$ cat config.mk
export PLATFORM = sky130hd
export DESIGN_NAME = uart_rx_param
export DESIGN_NICKNAME = d
export VERILOG_FILES = /design/src/rtl/uart_rx_param.sv
export SDC_FILE = /design/constraint.sdc
export NUM_CORES = 1
export LEC_CHECK = 0
export ABC_AREA = 1
export BUFFER_PORTS_ARGS = -buffer_cell sky130_fd_sc_hd__buf_2
export CAP_MARGIN = 20
export CORE_MARGIN = 2
export CORE_UTILIZATION = 45
export CTS_BUF_LIST = sky130_fd_sc_hd__clkbuf_16
export CTS_CLUSTER_SIZE = 30
export DETAILED_ROUTE_END_ITERATION = 16
export GPL_TIMING_DRIVEN = 1
export PLACE_DENSITY_LB_ADDON = 0.3
export RECOVER_POWER = 25
export SETUP_SLACK_MARGIN = 0.2
export SLEW_MARGIN = 20
export SYNTH_ARGS = -nofsm -noshare
export SYNTH_HDL_FRONTEND = slang
export SYNTH_SLANG_ARGS = --single-unit
$ cat constraint.sdc
create_clock -name clk -period 4.4 [get_ports clk]
set_input_delay 0.88 -clock clk [delete_from_list [all_inputs] [get_ports clk]]
set_output_delay 0.88 -clock clk [all_outputs]
set_load 0.01 [all_outputs]
$ cat src/rtl/uart_rx_param.sv
// Oversampling UART receiver with a configurable word length, parity mode and number of stop bits.
// A completed word is held in rx_data with valid/ack handshaking; a frame that completes while the held word is unconsumed is dropped.
module uart_rx_param #(
  parameter int DATA_BITS  = 8,
  parameter int PARITY     = 0,
  parameter int STOP_BITS  = 1,
  parameter int OVERSAMPLE = 16
) (
  input  logic                 clk,
  input  logic                 reset,
  input  logic                 rx,
  input  logic                 baud_tick,
  input  logic                 rx_ack,
  output logic [DATA_BITS-1:0] rx_data,
  output logic                 rx_valid,
  output logic                 frame_err,
  output logic                 parity_err,
  output logic                 overrun,
  output logic                 busy
);

  localparam int CW = $clog2(OVERSAMPLE);
  localparam logic [CW-1:0] CNT_HALF  = CW'(OVERSAMPLE / 2 - 1);
  localparam logic [CW-1:0] CNT_LAST  = CW'(OVERSAMPLE - 1);
  localparam logic [3:0]    BIT_LAST  = 4'(DATA_BITS - 1);
  localparam logic          STOP_LAST = (STOP_BITS == 2);

  typedef enum logic [2:0] {
    S_IDLE,
    S_START,
    S_DATA,
    S_PARITY,
    S_STOP,
    S_WAIT_HIGH
  } state_t;

  state_t               state_q, state_d;
  logic [CW-1:0]        cnt_q, cnt_d;
  logic [3:0]           bit_q, bit_d;
  logic                 stop_q, stop_d;
  logic [DATA_BITS-1:0] sr_q, sr_d;
  logic                 par_q, par_d;
  logic                 ferr_q, ferr_d;
  logic                 rx_meta_q, rx_s_q;
  logic [DATA_BITS-1:0] rx_data_q;
  logic                 rx_valid_q, frame_err_q, parity_err_q, overrun_q;
  logic                 done;
  logic                 sample;
  logic                 frame_par;
  logic                 perr_new;
  logic                 ferr_new;

  // Two-flop synchronizer; idles high so reset does not look like a start bit.
  always_ff @(posedge clk) begin
    if (reset) begin
      rx_meta_q <= 1'b1;
      rx_s_q    <= 1'b1;
    end else begin
      rx_meta_q <= rx;
      rx_s_q    <= rx_meta_q;
    end
  end

  always_ff @(posedge clk) begin
    if (reset) begin
      state_q <= S_IDLE;
      cnt_q   <= '0;
      bit_q   <= '0;
      stop_q  <= 1'b0;
      sr_q    <= '0;
      par_q   <= 1'b0;
      ferr_q  <= 1'b0;
    end else begin
      state_q <= state_d;
      cnt_q   <= cnt_d;
      bit_q   <= bit_d;
      stop_q  <= stop_d;
      sr_q    <= sr_d;
      par_q   <= par_d;
      ferr_q  <= ferr_d;
    end
  end

  assign sample = (cnt_q == CNT_LAST);

  always_comb begin
    state_d = state_q;
    cnt_d   = cnt_q;
    bit_d   = bit_q;
    stop_d  = stop_q;
    sr_d    = sr_q;
    par_d   = par_q;
    ferr_d  = ferr_q;
    done    = 1'b0;
    if (baud_tick) begin
      cnt_d = sample ? '0 : cnt_q + CW'(1);
      case (state_q)
        S_IDLE: begin
          cnt_d = '0;
          if (!rx_s_q) state_d = S_START;
        end
        S_START: begin
          // Re-check at mid start bit to reject glitches.
          if (cnt_q == CNT_HALF) begin
            cnt_d   = '0;
            bit_d   = '0;
            ferr_d  = 1'b0;
            state_d = rx_s_q ? S_IDLE : S_DATA;
          end
        end
        S_DATA: begin
          if (sample) begin
            sr_d  = {rx_s_q, sr_q[DATA_BITS-1:1]};
            bit_d = bit_q + 4'd1;
            if (bit_q == BIT_LAST) begin
              stop_d  = 1'b0;
              state_d = (PARITY != 0) ? S_PARITY : S_STOP;
            end
          end
        end
        S_PARITY: begin
          if (sample) begin
            par_d   = rx_s_q;
            state_d = S_STOP;
          end
        end
        S_STOP: begin
          if (sample) begin
            ferr_d = ferr_q | ~rx_s_q;
            stop_d = 1'b1;
            if (stop_q == STOP_LAST) begin
              done    = 1'b1;
              state_d = rx_s_q ? S_IDLE : S_WAIT_HIGH;
            end
          end
        end
        S_WAIT_HIGH: begin
          cnt_d = '0;
          if (rx_s_q) state_d = S_IDLE;
        end
        default: state_d = S_IDLE;
      endcase
    end
  end

  assign frame_par = (^sr_q) ^ par_q;
  assign perr_new  = (PARITY == 1) ? ~frame_par : (PARITY == 2) ? frame_par : 1'b0;
  assign ferr_new  = ferr_q | ~rx_s_q;

  // An ack on the completion edge frees the holding register for the new word.
  always_ff @(posedge clk) begin
    if (reset) begin
      rx_data_q    <= '0;
      rx_valid_q   <= 1'b0;
      frame_err_q  <= 1'b0;
      parity_err_q <= 1'b0;
      overrun_q    <= 1'b0;
    end else begin
      overrun_q <= 1'b0;
      if (rx_ack) rx_valid_q <= 1'b0;
      if (done) begin
        if (!rx_valid_q || rx_ack) begin
          rx_data_q    <= sr_q;
          frame_err_q  <= ferr_new;
          parity_err_q <= perr_new;
          rx_valid_q   <= 1'b1;
        end else begin
          overrun_q <= 1'b1;
        end
      end
    end
  end

  assign rx_data    = rx_data_q;
  assign rx_valid   = rx_valid_q;
  assign frame_err  = frame_err_q;
  assign parity_err = parity_err_q;
  assign overrun    = overrun_q;
  assign busy       = (state_q != S_IDLE);

endmodule

==> impl_metrics.ini, run 1 <==
[min_path]
min_path_type = reg -> reg
min_path_cells = 1
hold_start = rx_meta_q$_SDFF_PP1_
min_to = rx_s_q$_SDFF_PP1_

[setup_path]
r2r_slack_ns = 2.66
r2r_cells = 8
cp-start-kind = primary input
critPathArrivalTime_ns = 2.15
slowest_stage = nor2_1
cp_cell_sequence = clkbuf_1, inv_1, nor2_1, inv_1, nor2_4, inv_2, nor2_1, nor2_1
cpMostUsedCell = nor2_1
worst-path-max-fanout = 12
critPathKind = in -> reg
r2r_start = cnt_q[0]$_SDFFE_PP0P_
cpPeakStageDelay_ns = 0.25
cp_data_required_time_ns = 4.56
timing.rr.end = sr_q[2]$_SDFFE_PP0P_
endpoint_kind = flop

[clock_network]
path_clk_slew_ns = 0.05
ctsHoldBuffers = 0
root_buffer = clkbuf_16
cts.htree.levels = 2
clk_latency_ns = 0.28
cts_setup_buffers = 0
clk_path_buf_depth = 2
cts_tree = yes
ctsResizeCount = 0
cts.sinks = 34
numCtsBuffers = 5

[job]
maxCapViolCount = 0

[power]
switchingPower_w = 0.000282
vdd_ir_drop_max_v = 0.000388
powerDensity_nw_per_um2 = 526
p_clk_frac = 0.451
p_seq_frac = 0.352
p_leak_nw = 0.929
pwr-share-comb = 0.197
p_int_w = 0.000712
p_sw_frac = 0.284

[global_routing]
antenna_found_initial = 0
grt_pass1_wl_um = 5210
grt_usage = 0.165
grt_max_degree = 25
grt_pass1_vias = 1234
grt-ovfl-total = 0

[timing]
fin_worst_skew_ns = 0.00671
min_period_over_period = 0.450
final_hold_viol_count = 0
slew_viol_final = 0
fin_tns_setup_ns = 0
tightestPinTransition_ns = 0.715
fmax_mhz = 505
slew_headroom = 0.523
final.min_clock_period_ns = 1.98
rsz0062_at_grt = false
worst_slack_ns = 2.42
final-setup-viol-count = 0

[routing]
wl_per_cell_um = 10.3
first_pass_iters = 4
drt_wl_total_um = 3000
detail-route-antenna-nets = 0
via_per_inst = 4.71
drc = 0
vias = 1376
drt_iter0_drc = 84

[floorplanning]
rows = 21
io_pins = 18
die_x_um = 64.0
coreArea_um2 = 3390
die_area_um2 = 4100
die_h_um = 64.0
initial_core_util = 0.478

[yosys]
synth_ff_type = dfxtp_1
synth-seq-area-share = 0.420
yosysMostFrequentCell = nand2_1
ys_top_cells_by_area = dfxtp_1 42%, nand2_1 11%, nor2_1 9.5%
synthCells = 229
synth_warnings = 0
synth_cell_types = 26
syn_nets = 236
ys_seq_elements = 34
synth_top_area_share = 0.420
netlist_top_cells_count = 49 x nand2_1, 41 x nor2_1, 34 x dfxtp_1, 22 x inv_1, 15 x a21oi_1
syn_area_um2 = 1620
yosysTopAreaCell = dfxtp_1
syn_avg_cell_area_um2 = 7.08
async_flop_share = 0
synth_edf_count = 0

[placement]
pre_cts_slack_ns = 2.37
io_buffers = 16
place_congestion = 0.881
dpl_cell_area_um2 = 1710
dp_cells = 284
hpwl_um = 2030

[cells_and_area]
fin_area_um2 = 1890
final_nets = 252
diodes = 0
layout-drive-gt1-share = 0.159
stdcell_count = 292
fillCellCount = 318
post-route-util = 0.558
syn2layout_area_growth_pct = 16.8

[outcome]
run_status = complete, no violations
==> registers in the layout, indices dropped and copies added, names as in the netlist <==
name / flops
ferr_q: 1
overrun: 1
stop_q: 1
state_q: 3
rx_s_q: 1
rx_data: 8
sr_q: 8
rx_valid: 1
cnt_q: 4
rx_meta_q: 1
bit_q: 4
frame_err: 1
==> critical path: cells and delay by family <==
| family | cells | cell delay [ns] |
|---|---|---|
| buf+inv | 4 | 0.61 |
| simple gates | 4 | 0.65 |
==> cell families after synthesis <==
family	Yosys count	share of synthesized area
AND/OR/NAND/NOR	126	0.361
AO/OA/AOI/OAI	30	0.0973
buffers and inverters	34	0.0927
adder cells (fa/ha/maj)	2	0.0154
XOR/XNOR	2	0.0108
flip-flops	34	0.420
other	1	0.00231
==> how the worst max path moves through the flow <==
stage                                 start                       to  slack, ns  depth (start not counted)
floorplan                         baud_tick  rx_data[7]$_SDFFE_PP0P_       2.69                          8
global route                      baud_tick     sr_q[4]$_SDFFE_PP0P_       2.27                          8
detailed placement                    reset     sr_q[2]$_SDFFE_PP0P_       2.37                          4
CTS                 state_q[2]$_SDFFE_PP0P_                     busy       2.44                          3
finish                            baud_tick     sr_q[2]$_SDFFE_PP0P_       2.42                          8
global placement                      reset     sr_q[7]$_SDFFE_PP0P_       2.42                          4
==> layout make-up <==
cell class	instances	area (um2)	area share
clock buffer	5	125	0.0661
sequential	34	681	0.360
clock inverter	3	63.8	0.0337
inverter	27	104	0.0549
multi-input combinational	161	787	0.416
tap	46	57.6	0.0304
timing repair buffer	16	73.8	0.0390
==> cells in the final DEF (no fill, tap or decap), drive strengths merged <==
master | Yosys | routed
o211ai | 2 | 2
a21oi | 15 | 15
or2 | 3 | 3
conb | 1 | 1
xor2 | 2 | 2
bufinv | 0 | 2
nand4 | 5 | 5
ha | 2 | 2
clkbuf | 2 | 10
clkinv | 0 | 1
dfxtp | 34 | 34
o21ai | 12 | 12
a22oi | 1 | 1
inv | 27 | 27
buf | 5 | 11
nand3 | 11 | 11
nor2 | 50 | 50
nand2 | 54 | 54
nor3 | 3 | 3
==> routing by layer <==
metal | routed length (um) | part of all wire | track usage | vias to the layer above
met4 | 68 | 0.023 | 0.0924 | 0
met2 | 1180 | 0.39 | 0.238 | 34
met5 | 0 | 0 | 0 | -
met3 | 193 | 0.064 | 0.0599 | 6
met1 | 1560 | 0.52 | 0.212 | 583
li1 | - | - | - | 753
==> power groups by stage <==
stage / Sequential, W / Combinational, W / Clock (W)
after floorplan: 0.000345 / 0.000170 / 0
after global placement: 0.000356 / 0.000194 / 0
after detailed placement: 0.000356 / 0.000195 / 0
after CTS: 0.000349 / 0.000197 / 0.000455
after global routing: 0.000352 / 0.000224 / 0.000470
final: 0.000350 / 0.000196 / 0.000449
==> through the flow <==
| step | hold WS (ns) | total power (W) |
|---|---|---|
| after floorplan | 0.389 | 0.000515 |
| after global placement | 0.393 | 0.000550 |
| after detailed placement | 0.397 | 0.000551 |
| after CTS | 0.409 | 0.00100 |
| after global routing | 0.422 | 0.00105 |
| final | 0.409 | 0.000995 |
(Power assumes the default switching activity.)
==> run 2: changes to the inputs <==
--- a/config.mk
+++ b/config.mk
@@ -5,7 +5,7 @@
 export SDC_FILE = /design/constraint.sdc
 export NUM_CORES = 1
 export LEC_CHECK = 0
-export ABC_AREA = 1
+export ABC_AREA = 0
 export BUFFER_PORTS_ARGS = -buffer_cell sky130_fd_sc_hd__buf_2
 export CAP_MARGIN = 20
 export CORE_MARGIN = 2
==> constraint.sdc (replaced) <==
create_clock -name clk -period 1.7 [get_ports clk]
set_input_delay 0.34 -clock clk [delete_from_list [all_inputs] [get_ports clk]]
set_output_delay 0.34 -clock clk [all_outputs]
set_load 0.01 [all_outputs]
==> run 2 against run 1 <==
Clock skew is 0.0026 ns lower. Die area is 2.1% lower. Flip-flop and latch count stayed put. Via count hardly changed. Largest cell class unchanged. Highest routed layer unchanged. Sequential share of layout area is 0.78 points lower. Synthesized cell count is 20% lower. First-iteration DRC count is 57% lower. Worst hold slack worse by 0.16 ns. Critical endpoint is now bit_q[2]$_SDFFE_PP0P_.
==> impl_metrics.ini, run 2 <==
[cells_and_area]
fillCellCount = 323
stdcell_count = 255
final_nets = 215
fin_area_um2 = 1990
multi_input_area_um2 = 876
diodes = 0
final_cell_mix = 26 x dfxtp_1, 24 x nand2_1, 17 x a21oi_1, 15 x nor2_1, 13 x buf_4
syn2layout_area_growth_pct = 25.7
seqCellArea_um2 = 701
final_common_cell = dfxtp_1
layout-drive-gt1-share = 0.278

[global_routing]
antenna_found_initial = 0
grt-ovfl-total = 0
grt_pass1_vias = 1295
grt_usage = 0.170
grt_max_degree = 20
grt_pass1_wl_um = 5400

[yosys]
syn_nets = 190
synth_cell_types = 49
synth_edf_count = 0
yosysTopAreaCell = dfxtp_1
netlist_top_cells_count = 34 x dfxtp_1, 24 x nand2_1, 17 x a21oi_1, 15 x nor2_1, 8 x mux2i_1
synthCells = 183
ys_seq_elements = 34
synth_warnings = 0
ys_top_cells_by_area = dfxtp_1 43%, nand2_1 5.7%, a21oi_1 5.4%
synth-seq-area-share = 0.430
syn_avg_cell_area_um2 = 8.66
syn_area_um2 = 1580
yosysMostFrequentCell = dfxtp_1
synth_top_area_share = 0.430
synth_ff_type = dfxtp_1
async_flop_share = 0

[timing]
final_hold_viol_count = 0
final-setup-viol-count = 0
slew_viol_final = 0
fin_tns_setup_ns = 0
fmax_mhz = 654
slew_headroom = 0.445
tightestPinTransition_ns = 0.833
final.min_clock_period_ns = 1.53
rsz0062_at_grt = true
hold_slack_ns = 0.253
fin_worst_skew_ns = 0.00414
min_period_over_period = 0.900

[outcome]
run_status = complete, no violations

[job]
maxCapViolCount = 0

[floorplanning]
die_x_um = 63.3
initial_core_util = 0.471
die_h_um = 63.3
die_area_um2 = 4010
io_pins = 18
coreArea_um2 = 3360
rows = 21

[power]
switchingPower_w = 0.000356
vdd_ir_drop_max_v = 0.000589
p_seq_frac = 0.469
p_int_w = 0.00135
pwr-share-comb = 0.031
p_leak_nw = 0.798
powerDensity_nw_per_um2 = 856
power_w = 0.00170
p_clk_frac = 0.500
p_sw_frac = 0.209

[routing]
first_pass_iters = 4
drt_wl_total_um = 3520
vias = 1375
detail-route-antenna-nets = 0
via_per_inst = 5.39
drt_iter0_drc = 36
drc = 0
wl_per_cell_um = 13.8

[placement]
hpwl_um = 2360
dpl_cell_area_um2 = 1710
dp_cells = 239
io_buffers = 16
place_congestion = 0.840

[clock_network]
cts_tree = yes
cts.htree.levels = 2
cts.sinks = 34
clk_path_buf_depth = 2
path_clk_slew_ns = 0.05
clk_latency_ns = 0.27
ctsHoldBuffers = 0
numCtsBuffers = 5
root_buffer = clkbuf_16

[setup_path]
worst-path-max-fanout = 5
critPathArrivalTime_ns = 1.65
r2r_cells = 5
endpoint_kind = flop
cp_data_required_time_ns = 1.82
cp-start-kind = flop
critPathKind = reg -> reg

[min_path]
min_path_type = in -> reg
min_path_cells = 2
run 2: changes by cell type after synthesis, moves of 4 or more:
cell     before  now
inv_2         4    0
nand3_1      10    6
nand2_1      49   24
nor2_2        4    0
nor2_4        5    0
nor2_1       41   15
a211o_1       0    4
o21ai_0      12    2
inv_1        22    6
mux2i_1       0    8
nor2b_1       0    4
run 2: critical path: stages (launching register included):
cell and delay (ns):
dfxtp_2 0.32, buf_6 0.13, or3b_4 0.38, a211o_1 0.34, o21ai_1 0.13, a21oi_1 0.08
run 2: cell families after synthesis:
group,count (synthesis),synth area share
buf+inv,20,0.0648
compound gates,39,0.164
simple gates,76,0.254
mux,9,0.0577
flops,34,0.430
xor+xnor,2,0.0111
other cells,1,0.00237
fa+ha+maj,2,0.0158
run 2: power groups by stage:
| stage | clock (W) | sequential (W) | combinational [W] |
|---|---|---|---|
| after global placement | 0 | 0.000821 | 0.0000438 |
| after global routing | 0.000896 | 0.000799 | 0.0000578 |
| after detailed placement | 0 | 0.000821 | 0.0000452 |
| after floorplan | 0 | 0.000819 | 0.0000364 |
| after CTS | 0.000862 | 0.000804 | 0.0000454 |
| final | 0.000853 | 0.000799 | 0.0000531 |
run 2: routing by layer:
metal,up-vias,GRT usage,routed length (um)
li1,685,-,-
met1,642,0.178,1490
met2,33,0.312,1740
met3,15,0.0464,163
met4,0,0.0815,125
met5,-,0,0
run 2: area by class of cell:
class | count | area share
tap | 46 | 0.0289
multi-input combinational | 129 | 0.440
sequential | 34 | 0.352
clock buffer | 5 | 0.0629
inverter | 6 | 0.0113
clock inverter | 3 | 0.00817
timing repair buffer | 32 | 0.0968
run 2: metrics by stage:
stage | util | setup slack [ns]
global placement | 0.509 | 0.130
global route | 0.592 | 0.131
finish | 0.592 | 0.170
CTS | 0.565 | 0.174
detailed placement | 0.509 | 0.0334
floorplan | - | 0.209
run 2: repair_timing:
action,in CTS,in global routing
resized for setup,11,18
pin swaps,3,8
cloned,0,1
endpoints found under the setup margin,22,23
endpoints found under the hold margin,0,0
setup buffers,2,5
run 2: final timing paths:
| kind | endpoint | slack [ns] | startpoint |
|---|---|---|---|
| max reg2reg | bit_q[2]$_SDFFE_PP0P_ | 0.17 | state_q[1]$_SDFFE_PP0P_ |
| min reg2reg | rx_s_q$_SDFF_PP1_ | 0.41 | rx_meta_q$_SDFF_PP1_ |
| max | bit_q[2]$_SDFFE_PP0P_ | 0.17 | state_q[1]$_SDFFE_PP0P_ |
| min | rx_meta_q$_SDFF_PP1_ | 0.25 | rx |
